**config.mk**
```make
export PLATFORM = sky130hd
export DESIGN_NAME = fifo_burst_reader
export DESIGN_NICKNAME = d
export VERILOG_FILES = /design/src/rtl/fifo_burst_reader_pkg.sv /design/src/rtl/fifo_burst_reader_skid_buffer2.sv /design/src/rtl/fifo_burst_reader.sv
export SDC_FILE = /design/constraint.sdc
export NUM_CORES = 1
export LEC_CHECK = 0
export ABC_AREA = 1
export CORE_MARGIN = 2
export CORE_UTILIZATION = 47
export CTS_CLUSTER_SIZE = 20
export DETAILED_ROUTE_END_ITERATION = 8
export PLACE_DENSITY = 0.75
export RECOVER_POWER = 100
export SETUP_SLACK_MARGIN = 0.02
export SLEW_MARGIN = 0
export SYNTH_ARGS = -nofsm -noshare
export SYNTH_HDL_FRONTEND = slang
export SYNTH_SLANG_ARGS = --single-unit
```
**constraint.sdc**
```tcl
create_clock -name clk -period 2.69 [get_ports clk]
set_clock_uncertainty 0.2 [all_clocks]
set_input_delay 0.538 -clock clk [delete_from_list [all_inputs] [get_ports clk]]
set_output_delay 0.538 -clock clk [all_outputs]
set_load 0.02 [all_outputs]
```
**src/rtl/fifo_burst_reader_pkg.sv**
```systemverilog
// Shared types for the FIFO burst reader: FSM state encoding and count-width helper.
package fifo_burst_reader_pkg;

    typedef enum logic [1:0] {
        StIdle  = 2'd0,
        StRead  = 2'd1,
        StDrain = 2'd2
    } state_e;

    // FIFO occupancy needs one bit more than the address to represent "full".
    function automatic int unsigned count_width(input int unsigned m);
        return m + 1;
    endfunction

endpackage

```
**src/rtl/fifo_burst_reader_skid_buffer2.sv**
```systemverilog
// Two-entry skid buffer with valid/ready on both sides; holds {last, data} words.
module skid_buffer2 #(
    parameter int unsigned Width = 9
) (
    input  logic             clk,
    input  logic             reset,
    input  logic             in_valid_i,
    output logic             in_ready_o,
    input  logic [Width-1:0] in_data_i,
    output logic             out_valid_o,
    input  logic             out_ready_i,
    output logic [Width-1:0] out_data_o,
    output logic [1:0]       count_o
);

    logic [Width-1:0] mem_q [2];
    logic             wr_ptr_q;
    logic             rd_ptr_q;
    logic [1:0]       count_q;
    logic             push;
    logic             pop;

    assign out_valid_o = (count_q != 2'd0);
    // A full buffer still accepts when the head leaves in the same cycle.
    assign in_ready_o  = (count_q != 2'd2) || out_ready_i;
    assign push        = in_valid_i && in_ready_o;
    assign pop         = out_valid_o && out_ready_i;
    assign out_data_o  = mem_q[rd_ptr_q];
    assign count_o     = count_q;

    always_ff @(posedge clk) begin
        if (reset) begin
            mem_q[0] <= '0;
            mem_q[1] <= '0;
            wr_ptr_q <= 1'b0;
            rd_ptr_q <= 1'b0;
            count_q  <= 2'd0;
        end else begin
            if (push) begin
                mem_q[wr_ptr_q] <= in_data_i;
                wr_ptr_q        <= ~wr_ptr_q;
            end
            if (pop) begin
                rd_ptr_q <= ~rd_ptr_q;
            end
            count_q <= count_q + 2'(push) - 2'(pop);
        end
    end

endmodule

```
**src/rtl/fifo_burst_reader.sv**
```systemverilog
// Read-side master for the dual-clock FIFO: pulls fixed-length (or flushed short) bursts
// and presents them as a valid/ready stream framed by out_last.
module fifo_burst_reader
    import fifo_burst_reader_pkg::*;
#(
    parameter int unsigned Nb        = 8,
    parameter int unsigned M         = 2,
    parameter int unsigned BURST_LEN = 4
) (
    input  logic          clk,
    input  logic          reset,
    output logic          fifo_rd_ready,
    input  logic [Nb-1:0] fifo_rd_data,
    input  logic [M:0]    fifo_rd_count,
    input  logic          flush,
    output logic          out_valid,
    input  logic          out_ready,
    output logic [Nb-1:0] out_data,
    output logic          out_last,
    output logic          busy
);

    localparam int unsigned CntW = count_width(M);
    localparam logic [CntW-1:0] BurstLenC = CntW'(BURST_LEN);

    if (BURST_LEN < 1 || BURST_LEN > (1 << M)) begin : g_bad_burst_len
        $error("fifo_burst_reader: BURST_LEN must be within 1..2^M");
    end

    state_e          state_q, state_d;
    logic [CntW-1:0] len_q, len_d;
    logic [CntW-1:0] issued_q, issued_d;
    logic [CntW-1:0] issued_inc;
    logic            inflight_q;
    logic            inflight_last_q;
    logic            strobe;
    logic            room;
    logic [2:0]      occ;

    logic [1:0]      buf_count;
    logic            buf_in_ready;
    logic            buf_in_valid;
    logic            buf_out_valid;
    logic [Nb:0]     buf_out_data;
    logic            pop;

    assign pop        = buf_out_valid && out_ready;
    assign issued_inc = issued_q + CntW'(1);
    // Slots claimed once this cycle's pop leaves; a new strobe needs one free slot.
    assign occ        = 3'(buf_count) + 3'(inflight_q) - 3'(pop);
    assign room       = (occ < 3'd2);

    always_comb begin
        state_d  = state_q;
        len_d    = len_q;
        issued_d = issued_q;
        strobe   = 1'b0;
        unique case (state_q)
            StIdle: begin
                if (fifo_rd_count >= BurstLenC) begin
                    len_d    = BurstLenC;
                    issued_d = '0;
                    state_d  = StRead;
                end else if (flush && (fifo_rd_count != '0)) begin
                    len_d    = fifo_rd_count;
                    issued_d = '0;
                    state_d  = StRead;
                end
            end
            StRead: begin
                if ((fifo_rd_count != '0) && room) begin
                    strobe   = 1'b1;
                    issued_d = issued_inc;
                    if (issued_inc == len_q) begin
                        state_d = StDrain;
                    end
                end
            end
            StDrain: begin
                if (pop && buf_out_data[Nb]) begin
                    state_d = StIdle;
                end
            end
            default: state_d = StIdle;
        endcase
    end

    assign fifo_rd_ready = strobe && !reset;

    always_ff @(posedge clk) begin
        if (reset) begin
            state_q         <= StIdle;
            len_q           <= '0;
            issued_q        <= '0;
            inflight_q      <= 1'b0;
            inflight_last_q <= 1'b0;
        end else begin
            state_q         <= state_d;
            len_q           <= len_d;
            issued_q        <= issued_d;
            inflight_q      <= strobe;
            inflight_last_q <= strobe && (issued_inc == len_q);
        end
    end

    // The strobe rule keeps a slot free for every read in flight, so ready is always high here.
    assign buf_in_valid = inflight_q && buf_in_ready;

    skid_buffer2 #(
        .Width (Nb + 1)
    ) u_skid (
        .clk         (clk),
        .reset       (reset),
        .in_valid_i  (buf_in_valid),
        .in_ready_o  (buf_in_ready),
        .in_data_i   ({inflight_last_q, fifo_rd_data}),
        .out_valid_o (buf_out_valid),
        .out_ready_i (out_ready),
        .out_data_o  (buf_out_data),
        .count_o     (buf_count)
    );

    assign out_valid = buf_out_valid;
    assign out_data  = buf_out_data[Nb-1:0];
    assign out_last  = buf_out_valid && buf_out_data[Nb];
    assign busy      = (state_q != StIdle);

endmodule

```
[Yosys cells after proc, flatten, opt, wreduce, memory -nomap -nowiden]
Memory sizes are Yosys's and may differ from the RTL's. A register that Yosys moved wholly into a read port is not among the register bits.
Index checks and enable logic that the tools add are counted.
Storage, ports and cells
  bits in latches: 0
  word-level logic and storage cells: 71
  RAM bits: 18
  register bits after elaboration: 14
  memories: 1
  ROM bits: 0
  bits of input ports: 15
  output and inout bits: 12
Memories
  u_skid.mem_q: depth 2, bits a word 9, read ports 1, clocked after Yosys merged registers in 1, write ports 2, line fifo_burst_reader_skid_buffer2.sv:16  | logic [Width-1:0] mem_q [2];
Cells by class
  $lt $le $gt $ge: 2
  div/mod/pow operators: 0
  equal/unequal tests: 8
  multipliers: 0
  reductions and logical operators: 21
  add/subtract/negate cells: 5
  multiplexer cells: 24
  shift-type cells: 0
  bitwise gates (word level): 2
Operator list (number)
  2-to-1 mux 3 bit: 5
  2-to-1 mux 1 bit: 11
  2-to-1 mux 2 bit: 5
  logical AND 1 bit: 9
  2-to-1 mux 9 bit: 1
  OR reduction 9 bit: 1
  inequality test 2 bit, second input constant: 4
  nonzero test 2 bit: 4
  one-hot mux 2 bit (3 select lines): 1
  one-hot mux 3 bit (2 select lines): 1
  AND reduction 4 bit: 1
  adder 2 x 1 -> 3 bit: 1
  adder 3 x 1 -> 3 bit, second input constant: 1
  == test 3 bit: 1
  greater-or-equal comparator 3 bit, second input constant: 1
  < comparator 3 x 2 -> 1 bit, second input constant: 1
  inequality test 3 bit, second input constant: 1
  AND reduction 3 bit: 1
  nonzero test 3 bit: 1
  subtractor 3 x 1 -> 3 bit: 1
  adder 2 x 1 -> 2 bit: 1
  == test 2 x 1 -> 1 bit, second input constant: 1
  == test 2 bit, second input constant: 1
  zero test 2 bit: 1
  5 further kinds: 6

[Logic depth before layout (Yosys ltp)]
Gate-level depths: netlist of the first run.
  word-level depth: 9
  depth in mapped cells: 14
  gate-level depth less buffers: 14

[By module]
Synthesis of the first run repeated with hierarchy kept, for this count alone.
Unflattened totals
  cells, all modules: 200
  area, all modules: 1690.4 um2
By module, submodules not included
  skid_buffer2: cells each 95, seq. area each 640.6 um2, area each 1031.0 um2, instances 1
  fifo_burst_reader: cells each 105, seq. area each 200.2 um2, area each 659.4 um2, instances 1

[Worst setup path after synthesis of the first run]
No wires, ideal clock.
  path type: in2out
  from: input out_ready
  to: output fifo_rd_ready
  arrival: 2.305 ns
  slack: -0.353 ns
  stages on the path: 10
  required time: 1.952 ns
  path buffers: 0
  cell sequence: inv_1 > a21oi_1 > ha_1 > inv_1 > nand2_1 > fa_1 > nand3_1 > nor2_2 > nand2_4 > nor2_1
Between the ends
  word-level cells in the longest chain between the ends: 7
RTL lines
  start: declaration: line fifo_burst_reader.sv:17  | input logic out_ready,
  logical AND 1 bit: line fifo_burst_reader.sv:47  | assign pop = buf_out_valid && out_ready;
  via pop: line fifo_burst_reader.sv:45  | logic pop;
  subtractor 3 x 1 -> 3 bit: line fifo_burst_reader.sv:50  | assign occ = 3'(buf_count) + 3'(inflight_q) - 3'(pop);
  < comparator 3 x 2 -> 1 bit: line fifo_burst_reader.sv:51  | assign room = (occ < 3'd2);
  logical AND 1 bit: line fifo_burst_reader.sv:71  | if ((fifo_rd_count != '0) && room) begin
  2-to-1 mux 1 bit: line fifo_burst_reader.sv:71
  2-to-1 mux 1 bit: line fifo_burst_reader.sv:58  | unique case (state_q)
  logical AND 1 bit: line fifo_burst_reader.sv:88  | assign fifo_rd_ready = strobe && !reset;
  end: declaration: line fifo_burst_reader.sv:12  | output logic fifo_rd_ready,
The timed path passes the listed nets, and every way through them passes these cells.

[Worst setup path after layout of the first run]
  from: register u_skid.count_q[0] (netlist: u_skid.count_o[0])
  to: output fifo_rd_ready
Between the ends
  word-level cells in the longest chain between the ends: 8
  elaborated cells on any way between the ends: 9
  those cells by class: add/sub (2); order compare (1); mux (2); reduce/logical (4)
RTL lines
  start: declaration: line fifo_burst_reader_skid_buffer2.sv:19  | logic [1:0] count_q;
  start signal: assignment: line fifo_burst_reader_skid_buffer2.sv:46  | count_q <= count_q + 2'(push) - 2'(pop);
  nonzero test 2 bit: line fifo_burst_reader_skid_buffer2.sv:23  | assign out_valid_o = (count_q != 2'd0);
  logical AND 1 bit: line fifo_burst_reader.sv:47
  via pop: line fifo_burst_reader.sv:45
  subtractor 3 x 1 -> 3 bit: line fifo_burst_reader.sv:50
  < comparator 3 x 2 -> 1 bit: line fifo_burst_reader.sv:51
  logical AND 1 bit: line fifo_burst_reader.sv:71
  2-to-1 mux 1 bit: line fifo_burst_reader.sv:71
  2-to-1 mux 1 bit: line fifo_burst_reader.sv:58
  logical AND 1 bit: line fifo_burst_reader.sv:88
The timed path passes the listed nets, and every way through them passes these cells.

==> results of run 1 <==
## state kept, by name, summed over array words and instances (netlist names), named ones only
signal	cells
u_skid.wr_ptr_q	1
u_skid.rd_ptr_q	1
len_q	3
inflight_last_q	1
inflight_q	1
issued_q	3
u_skid.count_o	2
state_q	2
u_skid.mem_q	18
## critical path, cell delays in order, from the launching register on
cell and delay (ns):
dfxtp_2 0.36, inv_4 0.05, a21oi_4 0.17, ha_4 0.22
inv_2 0.06, nand2_2 0.05, fa_2 0.53, nand3_2 0.08
nor2_4 0.12, nand2_4 0.06, nor2_4 0.08, buf_6 0.11
## per-stage QoR
step | power (mW) | setup TNS (ns) | hold WS, ns | util
finish | 1.845 | -0.2674 | 0.2606 | 0.6481
CTS | 1.815 | -0.4192 | 0.2664 | 0.6315
global route | 1.983 | -0.3924 | 0.3045 | 0.6481
detailed placement | 1.332 | -2.948 | 0.2409 | 0.5952
floorplan | 1.113 | -0.1149 | 0.2265 | -
global placement | 1.323 | -2.549 | 0.2402 | 0.5952
## cell families after synthesis
logic type / after synthesis / share of synthesized area
buf+inv: 36 / 0.09687
mux: 8 / 0.05625
compound gates: 15 / 0.04687
flops: 33 / 0.5250
simple gates: 84 / 0.2258
xor+xnor: 1 / 0.005470
fa+ha+maj: 5 / 0.04375
## routing by layer
| layer | vias up | global-route usage | part of all wire |
|---|---|---|---|
| met2 | 25 | 0.2867 | 0.51 |
| met5 | - | 0 | 0 |
| met1 | 552 | 0.1745 | 0.43 |
| met3 | 5 | 0.05045 | 0.045 |
| met4 | 0 | 0.07222 | 0.018 |
| li1 | 661 | - | - |
## worst max path at each step
stage	endpoint	slack, ns	cells after the start
after floorplan	fifo_rd_ready	-0.11	10
after global placement	fifo_rd_ready	-1.03	12
after detailed placement	fifo_rd_ready	-1.07	12
after CTS	fifo_rd_ready	-0.42	11
after global routing	fifo_rd_ready	-0.39	11
final	fifo_rd_ready	-0.27	11
## where the power goes
group | leakage [nW] | switching (mW) | internal [mW]
registers | 0.311 | 0.0606 | 0.623
logic | 0.582 | 0.367 | 0.341
clock network | 0.0552 | 0.166 | 0.288
total | 0.948 | 0.593 | 1.25
## layout make-up
type	instances	area, µm²	share of cell area
Sequential cell	33	844.6	0.3936
Timing Repair Buffer	40	366.6	0.1708
Multi-Input combinational cell	113	651.9	0.3038
Inverter	32	122.6	0.05714
Clock inverter	3	65.06	0.03032
Clock buffer	5	37.54	0.01749
Tap cell	46	57.56	0.02682
## repair_timing
action	4_1_cts	5_1_grt
buffers inserted	2	2
pin swaps	6	5
hold endpoints to repair	0	0
gates resized for setup	11	10
setup endpoints to repair	1	13
## placed cells by master (no fill, tap or decap), types with 2 or more instances in the layout
| cell type | n |
|---|---|
| a21oi_1 | 9 |
| buf_4 | 14 |
| bufinv_16 | 2 |
| clkbuf_4 | 5 |
| clkdlybuf4s50_1 | 24 |
| dfxtp_1 | 12 |
| dfxtp_2 | 3 |
| edfxtp_1 | 18 |
| ha_1 | 3 |
| inv_1 | 27 |
| inv_2 | 3 |
| mux2_2 | 8 |
| nand2_1 | 28 |
| nand2_2 | 2 |
| nand3_1 | 9 |
| nand3_2 | 2 |
| nor2_1 | 35 |
| nor2_4 | 2 |
| o21ai_0 | 5 |
==> flow_metrics.tcl, run 1 <==
set metrics [dict create \
    antenna_cells 0 \
    rows 21 \
    async_flop_share 0 \
    violations "negative setup slack" \
    die-area_um2 3891 \
    yosysSeqAreaShare 0.5250 \
    grt_max_degree 14 \
    avgSynthCellArea_um2 8.800 \
    critPathKind "reg2out" \
    leakage_nw 0.9480 \
    min_path_cells 1 \
    gp_congestion 0.8523 \
    h-tree-depth 2 \
    fillers 286 \
    p_per_area_nw_per_um2 859.7 \
    path_max_fanout 3 \
    critPathRequiredTime_ns 1.95 \
    clkTransAtPathRegs_ns 0.10 \
    hpwl_um 1995 \
    finalSetupViolCount 1 \
    yosysTopAreaCell "edfxtp_1" \
    synth_edf_count 18 \
    dr.first_iter.drc_count 40 \
    ys_types 25 \
    synthFlopType "edfxtp_1" \
    cts_max_path_buffers 2 \
    drt-wirelength-per-cell_um 10.38 \
    antenna_left 0 \
    area_delta_synth_final_pct 33.98 \
    grt_pass1_vias 1184 \
    start_util 0.4837 \
    hp-start "u_skid.rd_ptr_q$_SDFFE_PP0P_" \
    die_h_um 62.38 \
    clock.fmax_mhz 338.1 \
    synth_fp_nets 202 \
    drt_drc_violations_left 0 \
    preCtsSetupSlack_ns -1.072 \
    dp_cells 260 \
    drt_wl_total_um 2823 \
    fin_cells 272 \
    finalCritPeriodShare 1.099 \
    cp.arrival_ns 2.22 \
    regToRegSetupSlack_ns 0.24 \
    synth_top_area_frac 0.3375 \
    cts_tree "yes" \
    worstSkewPairLatency_ns 0.33 \
    max-slew-margin-rel 0.7276 \
    period_minus_slack_ns 2.957 \
    vias_per_cell 4.570 \
    worst_pin_slew_ns 0.4077 \
    r2r_start "u_skid.count_o[0]$_SDFF_PP0_" \
    synth_common_cells "nor2_1 (36), inv_1 (30), nand2_1 (29), edfxtp_1 (18), dfxtp_1 (15)" \
    rsz0062_at_grt "true" \
    synth_warnings 0 \
    cts_buffers 5 \
    placed_area_um2 1971 \
    grt_pass1_wl_um 4905 \
    antenna_found_initial 0 \
    cts.sinks 33 \
    start_kind "flip-flop" \
    hold_path_class "reg2reg" \
    ys_seq_elements 33 \
    drive_gt1_frac 0.2212 \
    grt-ovfl-total 0 \
    synthCells 182 \
    timing.rr.end "issued_q[2]$_SDFFE_PP0P_" \
    outcome "finished, violations left" \
    worst_slack_ns -0.2674 \
    nNetsFinal 245 \
    dr.pass1.iters 4 \
    core-area_um2 3311 \
    drv_cap 0 \
    finalHoldViolCount 0 \
    hold_buffers 0 \
    syn_area_um2 1602 \
    die_w_um 62.38 \
    cts_root_buffer "clkbuf_4" \
    rr_worst_depth 13 \
    endpoint_kind "output pin" \
    post-route-cell-area_um2 2146 \
    ios 27 \
    vias 1243 \
    synth.most_common_cell "nor2_1" \
    ir_drop_mv 0.5768 \
    track_usage 0.1606 \
    io_buffer_count 26 \
    synthTopCellsByArea "edfxtp_1 (34%), dfxtp_1 (19%), nor2_1 (8.4%)" \
    setup.worst_path.start "u_skid.count_o[0]$_SDFF_PP0_" \
    finalMaxSlewViolations 0 \
]
No activity file was read; power rests on OpenSTA's default activity.
==> inputs of run 2 (changes only) <==
--- a/config.mk
+++ b/config.mk
@@ -8,7 +8,7 @@
 export ABC_AREA = 1
 export CORE_MARGIN = 2
 export CORE_UTILIZATION = 47
-export CTS_CLUSTER_SIZE = 20
+export CTS_CLUSTER_SIZE = 8
 export DETAILED_ROUTE_END_ITERATION = 8
 export PLACE_DENSITY = 0.75
 export RECOVER_POWER = 100
==> constraint.sdc (replaced) <==
create_clock -name clk -period 2.69 [get_ports clk]
set_clock_uncertainty 0.2 [all_clocks]
set_input_delay 0.538 -clock clk [delete_from_list [all_inputs] [get_ports clk]]
set_output_delay 0.538 -clock clk [all_outputs]
set_load 0.005 [all_outputs]
==> flow_metrics.tcl, run 2 (synthesis results as in run 1) <==
set metrics [dict create \
    outcome "finished, violations left" \
    violations "negative setup slack" \
    pwr-share-seq 0.408 \
    drt_drc_violations_left 0 \
    p_per_area_nw_per_um2 786.1 \
    dp_cells 262 \
    top_regs "u_skid.mem_q (18), issued_q (3), len_q (3)" \
    ir_drop_mv 0.4014 \
    drt_wl_total_um 2865 \
    antenna_found_initial 0 \
    worst_slack_ns -0.2664 \
    finalHoldViolCount 0 \
    endpoint_kind "output pin" \
    final_cell_mix "nor2_1 (35), nand2_1 (28), inv_1 (26)" \
    vias_per_cell 4.644 \
    pwr-share-clk 0.161 \
    preCtsSetupSlack_ns -1.195 \
    switchingPower_uw 561.2 \
    cts_max_path_buffers 2 \
    period_minus_slack_ns 2.956 \
    die-area_um2 3891 \
    drv_cap 0 \
    critPathRequiredTime_ns 1.95 \
    path_max_fanout 3 \
    finalCritPeriodShare 1.099 \
    io_buffer_count 26 \
    antenna_cells 0 \
    worst_pin_slew_ns 0.4455 \
    grt_pass1_wl_um 5043 \
    antenna_left 0 \
    area_delta_synth_final_pct 32.97 \
    hold_buffers 0 \
    finish.utilization 0.6432 \
    cts.sinks 33 \
    placed_area_um2 2001 \
    rows 21 \
    core-area_um2 3311 \
    grtUsageMet2 0.2772 \
    cts_root_buffer "clkbuf_4" \
    cts_buffers 5 \
    use_met1 0.1845 \
    cp.arrival_ns 2.22 \
    grt_pass1_vias 1246 \
    rsz0062_at_grt "true" \
    cts_tree "yes" \
    pwr-share-comb 0.431 \
    track_usage 0.1628 \
    final_common_cell "nor2_1" \
    power_switching_share 0.3352 \
    drive_gt1_frac 0.2371 \
    p_int_mw 1.113 \
    hpwl_um 2029 \
    dr.pass1.iters 5 \
    max-slew-margin-rel 0.7030 \
    grt-ovfl-total 0 \
    h-tree-depth 2 \
    finalSetupViolCount 2 \
    grt_max_degree 14 \
    ios 27 \
    leakage_nw 0.9466 \
    gr-usage-met3 0.04324 \
    nNetsFinal 251 \
    post-route-cell-area_um2 2130 \
    die_w_um 62.38 \
    start_util 0.4837 \
    start_kind "flip-flop" \
    clock.fmax_mhz 338.2 \
    finalMaxSlewViolations 0 \
    gp_congestion 0.8079 \
    regMostFlops "u_skid.mem_q" \
    vias 1291 \
    fin_cells 278 \
    die_h_um 62.38 \
    fillers 289 \
    critPathKind "reg2out" \
    tns_ns -0.2904 \
    dr.first_iter.drc_count 49 \
    hold_path_class "reg2reg" \
    busiest_layer "met2" \
    largest_register_ffs 18 \
    drt-wirelength-per-cell_um 10.31 \
    clkTransAtPathRegs_ns 0.10 \
    worstSkewPairLatency_ns 0.34 \
]
[run 2: critical path, stage by stage, from the launching register on]
cell and delay [ns]:
dfxtp_2 0.35, inv_4 0.04, a21oi_4 0.16, ha_4 0.22, inv_4 0.05, nand2_2 0.04, fa_2 0.53, nand3_2 0.09
nor2_4 0.15, nand2_4 0.06, nor2_2 0.07, buf_2 0.11
[run 2: final timing paths]
path,start,to,slack (ns),cells after the start
min reg2reg,u_skid.rd_ptr_q$_SDFFE_PP0P_,flip-flop,0.25,1
max reg2reg,u_skid.count_o[0]$_SDFF_PP0_,state_q[0]$_SDFFE_PP0P_,-0.02,17
max,u_skid.count_o[0]$_SDFF_PP0_,fifo_rd_ready,-0.27,11
min,u_skid.rd_ptr_q$_SDFFE_PP0P_,flip-flop,0.25,1
[run 2: power by group through the flow]
stage	logic, mW	clock network [mW]	registers [mW]
floorplan	0.393	0	0.664
finish	0.721	0.270	0.683
global route	0.809	0.306	0.697
detailed placement	0.598	0	0.691
global placement	0.591	0	0.688
CTS	0.668	0.282	0.682
[run 2: through the flow]
step                      hold WS, ns  power, mW
after CTS                      0.2595      1.631
after global routing           0.2929      1.812
after floorplan                0.2265      1.057
after global placement         0.2351      1.279
after detailed placement       0.2415      1.289
final                          0.2526      1.674
[run 2: per-layer routing]
| layer | vias to the layer above | routed length [µm] |
|---|---|---|
| met3 | 4 | 134 |
| met1 | 587 | 1262 |
| li1 | 674 | - |
| met4 | 0 | 48 |
| met5 | - | 0 |
| met2 | 26 | 1419 |
[run 2: area by class of cell]
class                      count  area (µm²)  area share
sequential                    33       844.6      0.3966
multi-input combinational    113       645.6      0.3032
clock inverter                 3       17.52    0.008226
timing repair buffer          46       389.1      0.1827
clock buffer                   5       37.54     0.01763
inverter                      32       137.6     0.06463
tap                           46       57.56     0.02703
[run 2: timing repair]
action | in CTS | in global routing
pin swaps | 6 | 4
setup endpoints to repair | 8 | 4
resized for setup | 14 | 9
buffers inserted | 5 | 3
